### config.mk
export PLATFORM = sky130hd
export DESIGN_NAME = serial_add_ctrl
export DESIGN_NICKNAME = d
export VERILOG_FILES = /design/src/rtl/serial_add_ctrl_pkg.sv /design/src/rtl/serial_add_ctrl_fa.sv /design/src/rtl/serial_add_ctrl.sv
export SDC_FILE = /design/constraint.sdc
export NUM_CORES = 1
export LEC_CHECK = 0
export ABC_CLOCK_PERIOD_IN_PS = 1500
export CORE_MARGIN = 3
export CORE_UTILIZATION = 53
export CTS_BUF_LIST = sky130_fd_sc_hd__clkbuf_8
export CTS_CLUSTER_DIAMETER = 100
export CTS_CLUSTER_SIZE = 16
export DETAILED_ROUTE_END_ITERATION = 10
export HOLD_SLACK_MARGIN = 0.15
export PLACE_DENSITY_LB_ADDON = 0.2
export SETUP_SLACK_MARGIN = 0.4
export SYNTH_ARGS = -nofsm -noshare
export SYNTH_HDL_FRONTEND = slang
export SYNTH_SLANG_ARGS = --single-unit
### constraint.sdc
create_clock -name clk -period 1.5 [get_ports clk]
set_input_delay 0.225 -clock clk [delete_from_list [all_inputs] [get_ports clk]]
set_output_delay 0.225 -clock clk [all_outputs]
set_load 0.01 [all_outputs]
### src/rtl/serial_add_ctrl_pkg.sv
// Shared types and constants for the bit-serial adder controller.
// Imported by the controller and its full-adder cell.
package serial_add_ctrl_pkg;

  localparam int DEF_WIDTH = 8;

  typedef enum logic [1:0] {
    IDLE = 2'b00,
    RUN  = 2'b01,
    DONE = 2'b10
  } state_t;

endpackage

### src/rtl/serial_add_ctrl_fa.sv
// Single-bit full adder cell, time-shared by the serial controller.
// Purely combinational.
module fa
  import serial_add_ctrl_pkg::*;
(
  input  logic a,
  input  logic b,
  input  logic cin,
  output logic s,
  output logic cout
);

  assign s    = a ^ b ^ cin;
  assign cout = (a & b) | (cin & (a ^ b));

endmodule

### src/rtl/serial_add_ctrl.sv
// Bit-serial adder: one full adder, WIDTH cycles, LSB first.
// Result registers hold until the next completion or reset.
module serial_add_ctrl
  import serial_add_ctrl_pkg::*;
#(
  parameter int WIDTH = DEF_WIDTH,
  parameter int CNT_W = $clog2(WIDTH)
) (
  input  logic             clk,
  input  logic             rst_n,
  input  logic             start,
  input  logic [WIDTH-1:0] a,
  input  logic [WIDTH-1:0] b,
  input  logic             cin,
  output logic             busy,
  output logic             done,
  output logic [WIDTH-1:0] sum,
  output logic             cout
);

  state_t state;
  state_t state_nx;

  logic [WIDTH-1:0] sh_a;
  logic [WIDTH-1:0] sh_b;
  logic [WIDTH-1:0] sh_s;
  logic [WIDTH-1:0] sh_s_nx;
  logic [CNT_W-1:0] cnt;
  logic             carry;
  logic             fa_s;
  logic             fa_c;
  logic             last;

  fa u_fa (
    .a    (sh_a[0]),
    .b    (sh_b[0]),
    .cin  (carry),
    .s    (fa_s),
    .cout (fa_c)
  );

  assign last    = (cnt == CNT_W'(WIDTH - 1));
  assign sh_s_nx = {fa_s, sh_s[WIDTH-1:1]};

  always_comb begin
    state_nx = IDLE;
    case (state)
      IDLE:    state_nx = start ? RUN : IDLE;
      RUN:     state_nx = last ? DONE : RUN;
      DONE:    state_nx = IDLE;
      default: state_nx = IDLE;
    endcase
  end

  assign busy = (state != IDLE);
  assign done = (state == DONE);

  always_ff @(posedge clk) begin
    if (!rst_n) begin
      state <= IDLE;
      sh_a  <= '0;
      sh_b  <= '0;
      sh_s  <= '0;
      cnt   <= '0;
      carry <= 1'b0;
      sum   <= '0;
      cout  <= 1'b0;
    end else begin
      state <= state_nx;
      if (state == IDLE && start) begin
        sh_a  <= a;
        sh_b  <= b;
        carry <= cin;
        cnt   <= '0;
      end else if (state == RUN) begin
        sh_a  <= sh_a >> 1;
        sh_b  <= sh_b >> 1;
        sh_s  <= sh_s_nx;
        carry <= fa_c;
        cnt   <= cnt + 1'b1;
        if (last) begin
          sum  <= sh_s_nx;
          cout <= fa_c;
        end
      end
    end
  end

endmodule

==> out/metrics.csv <==
metric,value,unit
run status,completed,
count of pins over their slew limit,0,
first-pass GRT wire length,6120,um
Worst Reg2Reg Path Length in Cells,5,
"commonest non-fill, non-tap cell in the layout",sky130_fd_sc_hd__nand2_1,
portion of total power attributed to combinational logic,16.7,%
category of the most critical setup path,in -> reg,
final standard cell utilization of the core,80.9,%
cell-internal power,1.61,mW
Worst-path clk slew,70,ps
"commonest cells after routing, fill and taps aside","sky130_fd_sc_hd__nand2_1 (41), sky130_fd_sc_hd__dfxtp_1 (31), sky130_fd_sc_hd__a21oi_1 (24)",
horizontal die dimension,60.5,um
worst ir drop on vdd,0.648,mV
core footprint,0.00281,sq mm
Worst Setup Start Kind,primary input,
initial antenna violation count,0,
Netlist Area Pre-Place,0.00158,sq mm
Yosys cell types,26,
Avg Synthesized Cell Area,8.34,sq um
number of top-level pins,31,
nets@finish,256,
count of TritonRoute iterations in the first routing pass,4,
LEAKAGE,0.843,nW
Rel. slew slack,87.8,%
unrepaired setup endpoints after global routing,true,
growth of design area from synthesis to finish,43.9,%
floorplan die area,0.00367,sq mm
data arrival at the endpoint of the critical path,1500,ps
number of flip-flops and latches in the synthesized netlist,38,
setup violation total in the final timing report,0,
net count after synthesis,212,
number of standard-cell rows in the floorplan,19,
final worst path period need,1320,ps
overflow left after global routing,0,
YS warnings,0,
detailed router's first-iteration violation count,64,
worst setup slack after placement,-67.2,ps
die boundary height,60.5,um
crit share post-route,88.0,%
# clock sinks,38,
Final Hold Violating Endpoints,0,
Hold Path Cell Cnt,2,
clock latency of the later-clocked register in the worst-skew pair,290,ps
placement-stage cell area,0.00198,sq mm
cts hold-fix bufs,0,
"Non-Filler Cell Area, Final",0.00227,sq mm
Starting Density,56.2,%
post-detailed-route DRC marker count,0,
switching power,0.558,mW
clock tree skew after final layout,6.89,ps
part of the Yosys area used for sequential elements,48.3,%
pwr/cell area,955,mW/mm^2
fraction of power consumed by the clock network,32.8,%
transition time of the tightest slew-check pin,182,ps
IO buf count,30,
final hold slack,452,ps
Finished Layout Cells,265,
via/cell ratio,5.57,
sequential share of power,50.5,%
share of layout cells above drive strength 1,35.0,%
clock root buffer,sky130_fd_sc_hd__clkbuf_8,
Antenna Violating Nets Remaining,0,
via count,1477,
"number of placed instances, taps included",251,
number of maximum-capacitance violations,0,
number of buffers created by CTS,5,
CTS tree,built,
"setup slack, reg-to-reg",180,ps
CP Capture Type,flip-flop,
class of the tightest hold or removal check,reg -> reg,
Achievable Freq,0.757,GHz
maximum number of pins on one net before global-route repair,37,
largest driver fanout on the critical path,8,
routability-driven placement congestion ratio,0.781,
detailed-route wire length,3920,um
H-tree depth,2,
gr usage total,22.2,%
required time of the critical path,1680,ps
final antenna diode count,0,
buffer depth of the longest clock path,2,
final setup slack of the worst path,180,ps
half-perimeter wire length after detailed placement,2400,um
via count of the first global-routing pass,1409,
drt wl/cell,14.8,um
Gate Count Post-Synth,189,
Switching Fraction,25.8,%
## worst max-delay path, stage by stage
cell,delay (ps)
sky130_fd_sc_hd__clkdlybuf4s50_1,510
sky130_fd_sc_hd__or3b_4,430
sky130_fd_sc_hd__buf_8,160
sky130_fd_sc_hd__o21ai_4,120
sky130_fd_sc_hd__a21oi_2,40
## per-stage QoR
step	TNS (ps)	total power, mW
floorplan	0	1.27
global placement	-445	1.39
detailed placement	-544	1.40
CTS	0	2.13
global route	0	2.26
finish	0	2.17
## power by group through the flow
stage / clock network (mW) / logic (mW) / registers [mW]
after global placement: 0 / 0.277 / 1.11
after detailed placement: 0 / 0.286 / 1.11
after floorplan: 0 / 0.173 / 1.10
after global routing: 0.769 / 0.394 / 1.10
after CTS: 0.718 / 0.319 / 1.09
final: 0.710 / 0.362 / 1.09
## cells in the mapped netlist, drive strengths merged
master	number	area share, %
o21ba	1	0.63
ha	2	1.6
and3	1	0.40
nand2b	2	0.79
xnor2	1	0.56
nor3b	1	0.79
or3b	1	0.56
and2	1	0.40
inv	2	0.48
clkbuf	3	0.71
nor2b	1	0.40
nand2	43	10
nand3	11	3.5
a21boi	18	8.6
buf	11	4.2
fa	1	1.3
nor2	2	0.48
o22ai	3	1.2
o21ai	16	5.3
a21oi	29	9.2
dfxtp	38	48
nand3b	1	0.48
## kinds of logic after synthesis
group	Yosys count	synth area share, %
and+or+nand+nor	64	18.0
xor gates and xnor gates	1	0.556
AOI/OAI and AO/OA	67	24.9
adders and majority gates	3	2.86
buffers and inverters	16	5.40
DFF	38	48.3
## final timing paths
path              to      from
max          sh_a[6]     start
min          sh_a[2]   sh_a[3]
max reg2reg  sh_a[6]  state[1]
min reg2reg  sh_a[2]   sh_a[3]
## per-layer routing
| layer | track usage (%) | up-vias | routed length, um |
|---|---|---|---|
| met5 | 0 | - | 0 |
| met4 | 5.88 | 0 | 81 |
| met3 | 5.74 | 9 | 106 |
| met2 | 40.0 | 40 | 2070 |
| met1 | 26.2 | 696 | 1650 |
| li1 | - | 732 | - |
## final cells by class
type                            count  area (sq um)
Inverter                            2          7.51
Multi-Input combinational cell    135           885
Clock inverter                      2          8.76
Sequential cell                    38           774
Tap cell                           31          38.8
Fill cell                         172           537
Clock buffer                        6          82.6
Timing Repair Buffer               51           472
## state kept, by name (all words and copies together), names as in the netlist
signal / flops
carry: 1
cnt: 3
cout: 1
sh_a: 8
sh_b: 8
sh_s: 7
state: 2
sum: 8
## timing repair
action,in CTS,in global routing
buffers inserted,3,3
gates resized for setup,60,38
cloned,0,0
pin swaps,12,6
endpoints found under the setup margin,47,48
Note: power is estimated with default switching activity, not from simulation.
==> variant 1: new RTL, same settings <==
Change the package constant `DEF_WIDTH` from 8 to 4.
--- a/src/rtl/serial_add_ctrl_pkg.sv
+++ b/src/rtl/serial_add_ctrl_pkg.sv
@@ -2,7 +2,7 @@
 // Imported by the controller and its full-adder cell.
 package serial_add_ctrl_pkg;
 
-  localparam int DEF_WIDTH = 8;
+  localparam int DEF_WIDTH = 4;
 
   typedef enum logic [1:0] {
     IDLE = 2'b00,
Interface: changed (resized a, b and sum); port bits go from 31 to 19. No check against the original RTL was run, so the function may have changed too.
==> variant 1 against the original RTL <==
Routed wire length fell by 45%; design area down 43%; synthesized area fell by 42%; power down 44%; critical endpoint is now sh_b[1]; first-iteration DRC count down 86%; critical path depth fell by 1; largest cell class unchanged; combinational power down 36%; worst setup slack better by 0.095 ns; sequential cell count is 17 lower.
==> variant 1: results (changes against the original RTL) <==
\begin{tabular}{lr}
\hline
Metric & Value \\
\hline
\multicolumn{2}{l}{\textbf{Logic synthesis}} \\
\quad Commonest cells in the netlist & dfxtp\_1 (21), nand2\_1 (20), a21oi\_1 (12), a21boi\_1 (10), nand3\_1 (7) (was nand2\_1 (43), dfxtp\_1 (38), a21oi\_1 (29), a21boi\_0 (18), nand3\_1 (11)) \\
\quad Xor and xnor fraction of the mapped netlist area & 0.00951 (was 0.00556) \\
\quad Syn Nets & 120 (was 212) \\
\quad Post-synthesis cell type count & 25 (was 26) \\
\quad Post-synthesis average cell area & 8.69 µm² (was 8.34 µm²) \\
\multicolumn{2}{l}{\textbf{Clock network}} \\
\quad Number of buffers created by CTS & 3 (was 5) \\
\quad Number of H-tree levels & 1 (was 2) \\
\multicolumn{2}{l}{\textbf{Pwr}} \\
\quad Psw & 314 µW (was 558 µW) \\
\quad Static Leak & 0.000500 µW (was 0.000843 µW) \\
\quad Proportion of power drawn by the clock network & 0.306 (was 0.328) \\
\multicolumn{2}{l}{\textbf{STA}} \\
\quad Smallest hold slack & 0.456 ns (was 0.452 ns) \\
\quad Post-route clock period utilization & 0.817 (was 0.880) \\
\multicolumn{2}{l}{\textbf{Critical path}} \\
\quad Number of cells on the worst reg-to-reg path & 4 (was 5) \\
\quad Type of element launching the critical path & flop (was input port) \\
\quad End of the critical path & sh\_b[1] (was sh\_a[6]) \\
\quad Startpoint of the lowest-slack register-to-register path & state[0] (was state[1]) \\
\quad Flop2flop setup slack & 0.27 ns (was 0.18 ns) \\
\quad Master of the slowest instance on the critical path & or3b\_4 (was clkdlybuf4s50\_1) \\
\multicolumn{2}{l}{\textbf{Global routing}} \\
\quad Number of global-route vias before repair & 804 (was 1,409) \\
\multicolumn{2}{l}{\textbf{Finish}} \\
\quad Filler Cell Count & 103 (was 172) \\
\multicolumn{2}{l}{\textbf{Outcome}} \\
\quad Result of the run & completed (unchanged) \\
\multicolumn{2}{l}{\textbf{Placement}} \\
\quad Placement Cell Area & 0.00115 mm² (was 0.00198 mm²) \\
\quad Placer congestion estimate & 0.755 (was 0.781) \\
\quad Detailed placer's ending HPWL & 1.36 mm (was 2.40 mm) \\
\quad Buffers on Ports & 18 (was 30) \\
\hline
\end{tabular}
variant 1: per-layer routing:
| layer | track usage | routed length, µm | up-vias |
|---|---|---|---|
| met4 | 0.0699 | 25 | 0 |
| li1 | - | - | 415 |
| met5 | 0 | 0 | - |
| met2 | 0.396 | 1150 | 17 |
| met1 | 0.239 | 902 | 410 |
| met3 | 0.0263 | 80 | 2 |
variant 1: what timing repair did:
| item | 4_1_cts | 5_1_grt |
|---|---|---|
| pin swaps | 12 | 11 |
| endpoints found under the setup margin | 27 | 26 |
| resized for setup | 28 | 13 |
| hold buffers | 0 | 0 |
| setup buffers | 3 | 1 |
variant 1: layout make-up:
| cell class | instances | area (µm²) | share of cell area |
|---|---|---|---|
| flip-flops and latches | 21 | 425 | 0.328 |
| clock inverters | 1 | 3.75 | 0.00289 |
| clock buffers | 3 | 41.3 | 0.0318 |
| well taps | 16 | 20.0 | 0.0154 |
| repair buffers | 30 | 285 | 0.220 |
| inverters | 2 | 7.51 | 0.00579 |
| multi-input cells | 76 | 514 | 0.396 |
==> variant 2: new RTL, config.mk and constraints unchanged <==
Made on the original files. Re-encode `state_t` (3 states) as one-hot, 3 bits wide.
--- a/src/rtl/serial_add_ctrl_pkg.sv
+++ b/src/rtl/serial_add_ctrl_pkg.sv
@@ -4,10 +4,10 @@
 
   localparam int DEF_WIDTH = 8;
 
-  typedef enum logic [1:0] {
-    IDLE = 2'b00,
-    RUN  = 2'b01,
-    DONE = 2'b10
+  typedef enum logic [2:0] {
+    IDLE = 3'b001,
+    RUN  = 3'b010,
+    DONE = 3'b100
   } state_t;
 
 endpackage
Check against the original RTL: no difference found for any inputs over 10 cycles, from zero or initial values and one cycle with rst_n low; not proved beyond that.
==> variant 2 against the original RTL <==
Routed wire length grew 10%; design area grew 4.5%; synthesized area up 3.7%; sequential cell count rose by 1; die area is 3.3% higher; critical path depth fell by 3; worst setup slack worse by 0.072 ns; critical path type is now reg2out; highest routed layer unchanged; power up 7.4%.
==> variant 2: results (changes against the original RTL) <==
\begin{tabular}{lr}
\hline
Metric & Value \\
\hline
\multicolumn{2}{l}{\textbf{Placement}} \\
\quad Number of placed instances, taps included & 245 (was 251) \\
\quad Placer congestion estimate & 0.754 (was 0.781) \\
\quad Detailed placer's ending HPWL & 2.41 mm (was 2.40 mm) \\
\quad Post-placement worst setup slack & -0.0318 ns (was -0.0672 ns) \\
\multicolumn{2}{l}{\textbf{Logic synthesis}} \\
\quad Proportion of synthesized chip area in sequential cells & 0.477 (was 0.483) \\
\quad Syn Nets & 213 (was 212) \\
\quad Post-synthesis cell type count & 25 (was 26) \\
\quad Ranking of synthesized cells by area & dfxtp\_1 (48\%), nand2\_1 (11\%), a21oi\_1 (8.0\%) (was dfxtp\_1 (48\%), nand2\_1 (10\%), a21oi\_1 (9.2\%)) \\
\quad Post-synthesis average cell area & 8.61 µm² (was 8.34 µm²) \\
\quad Commonest cells in the netlist & nand2\_1 (49), dfxtp\_1 (39), a21oi\_1 (26), nand3\_1 (17), o21ai\_0 (15) (was nand2\_1 (43), dfxtp\_1 (38), a21oi\_1 (29), a21boi\_0 (18), nand3\_1 (11)) \\
\multicolumn{2}{l}{\textbf{Outcome}} \\
\quad Result of the run & completed (unchanged) \\
\multicolumn{2}{l}{\textbf{Finish}} \\
\quad Ratio of cells with drive above 1 in the final layout & 0.407 (was 0.350) \\
\quad Count of placed standard cells in the final layout, fillers left out & 257 (was 265) \\
\quad Filler Cell Count & 159 (was 172) \\
\multicolumn{2}{l}{\textbf{Hold path}} \\
\quad Hold\_sp & sum[6] (was sh\_a[3]) \\
\quad Sink of the worst hold path & sum[6] (was sh\_a[2]) \\
\multicolumn{2}{l}{\textbf{Global routing}} \\
\quad Global-route wire length before repair & 5.97 mm (was 6.12 mm) \\
\quad Number of global-route vias before repair & 1,356 (was 1,409) \\
\quad Largest net degree at the start of global routing & 46 (was 37) \\
\quad Number of antenna violations at the first check in global routing & 0 (unchanged) \\
\multicolumn{2}{l}{\textbf{STA}} \\
\quad Slew HR & 0.822 (was 0.878) \\
\quad Clock skew & 0.00799 ns (was 0.00689 ns) \\
\multicolumn{2}{l}{\textbf{Critical path}} \\
\quad Startpoint of the lowest-slack register-to-register path & state[0] (was state[1]) \\
\quad Flop2flop setup slack & 0.12 ns (was 0.18 ns) \\
\quad Signal arrival time at the worst endpoint & 1.17 ns (was 1.50 ns) \\
\quad Maximum cell stage delay along the critical path & 0.37 ns (was 0.51 ns) \\
\quad Master of the slowest instance on the critical path & dfxtp\_4 (was clkdlybuf4s50\_1) \\
\multicolumn{2}{l}{\textbf{Pwr}} \\
\quad Maximum ir drop on the vdd rail & 0.685 mV (was 0.648 mV) \\
\quad Static Leak & 0.000860 µW (was 0.000843 µW) \\
\multicolumn{2}{l}{\textbf{Detailed routing}} \\
\quad Number of DRC markers after the initial detailed-route iteration & 84 (was 64) \\
\hline
\end{tabular}
[variant 2: cell count changes in the layout (fill, tap and decap cells not counted), sizes merged, moves of 2 or more]
cell | unedited run | this run
buf | 22 | 18
nand2 | 43 | 49
a21boi | 18 | 10
and4bb | 0 | 2
o221ai | 0 | 2
nand4bb | 0 | 2
clkdlybuf4s15 | 2 | 6
nand2b | 2 | 0
a21oi | 29 | 26
o22ai | 3 | 0
nand3 | 11 | 17
clkbuf | 14 | 5
inv | 3 | 0
[variant 2: worst max-delay path: cells and delay by family (launching register included)]
| family | cells | cell delay (ns) |
|---|---|---|
| and+or+nand+nor | 1 | 0.37 |
| DFF | 1 | 0.37 |
| buffers and inverters | 1 | 0.13 |
[variant 2: report_power, final]
group          internal (µW)  switching, µW  leakage, µW
Sequential              1080           41.2     0.000323
Clock                    495            376    0.0000581
Combinational            172            162     0.000478
[variant 2: how the worst max path moves through the flow]
stage                  start       end  slack (ns)
finish              state[1]      busy        0.11
global route        state[1]      busy        0.08
CTS                 state[1]      busy        0.10
detailed placement  state[0]      busy       -0.03
global placement    state[0]      busy      -0.003
floorplan             cnt[0]  state[2]        0.28
[variant 2: timing repair]
| item | CTS | global route |
|---|---|---|
| setup buffers | 1 | 0 |
| pin swaps | 3 | 22 |
| gates cloned | 3 | 0 |
| endpoints found under the setup margin | 50 | 49 |
| gates resized for setup | 56 | 58 |
[variant 2: layout make-up]
| type | count | area [µm²] | share of cell area |
|---|---|---|---|
| Timing Repair Buffer | 43 | 458 | 0.193 |
| Sequential cell | 39 | 800 | 0.337 |
| Clock buffer | 5 | 68.8 | 0.0290 |
| Multi-Input combinational cell | 136 | 961 | 0.405 |
| Clock inverter | 3 | 43.8 | 0.0185 |
| Tap cell | 31 | 38.8 | 0.0164 |
[variant 2: cell families (layout without fill, tap and decap cells)]
| family | count (synthesis) | count (layout) | share of synthesized area |
|---|---|---|---|
| AOI/OAI and AO/OA | 54 | 54 | 0.197 |
| adders and majority gates | 3 | 3 | 0.0275 |
| buffers and inverters | 15 | 51 | 0.0581 |
| xor gates and xnor gates | 1 | 1 | 0.00536 |
| DFF | 39 | 39 | 0.477 |
| and+or+nand+nor | 78 | 78 | 0.234 |
[variant 2: through the flow]
stage	instance area (µm²)	hold WS (ns)	util	power [µW]
after floorplan	1690	0.364	-	1280
after global placement	2030	0.435	0.712	1370
after detailed placement	2030	0.448	0.712	1390
after global routing	2370	0.474	0.831	2410
final	2370	0.453	0.831	2330
after CTS	2220	0.459	0.779	2260
[variant 2: layer usage]
metal  GRT usage  share of wire  vias up
met5           0              0        -
met4       0.133          0.041        0
li1            -              -      721
met2       0.369           0.52       72
met1       0.247           0.37      707
met3      0.0482          0.069       16
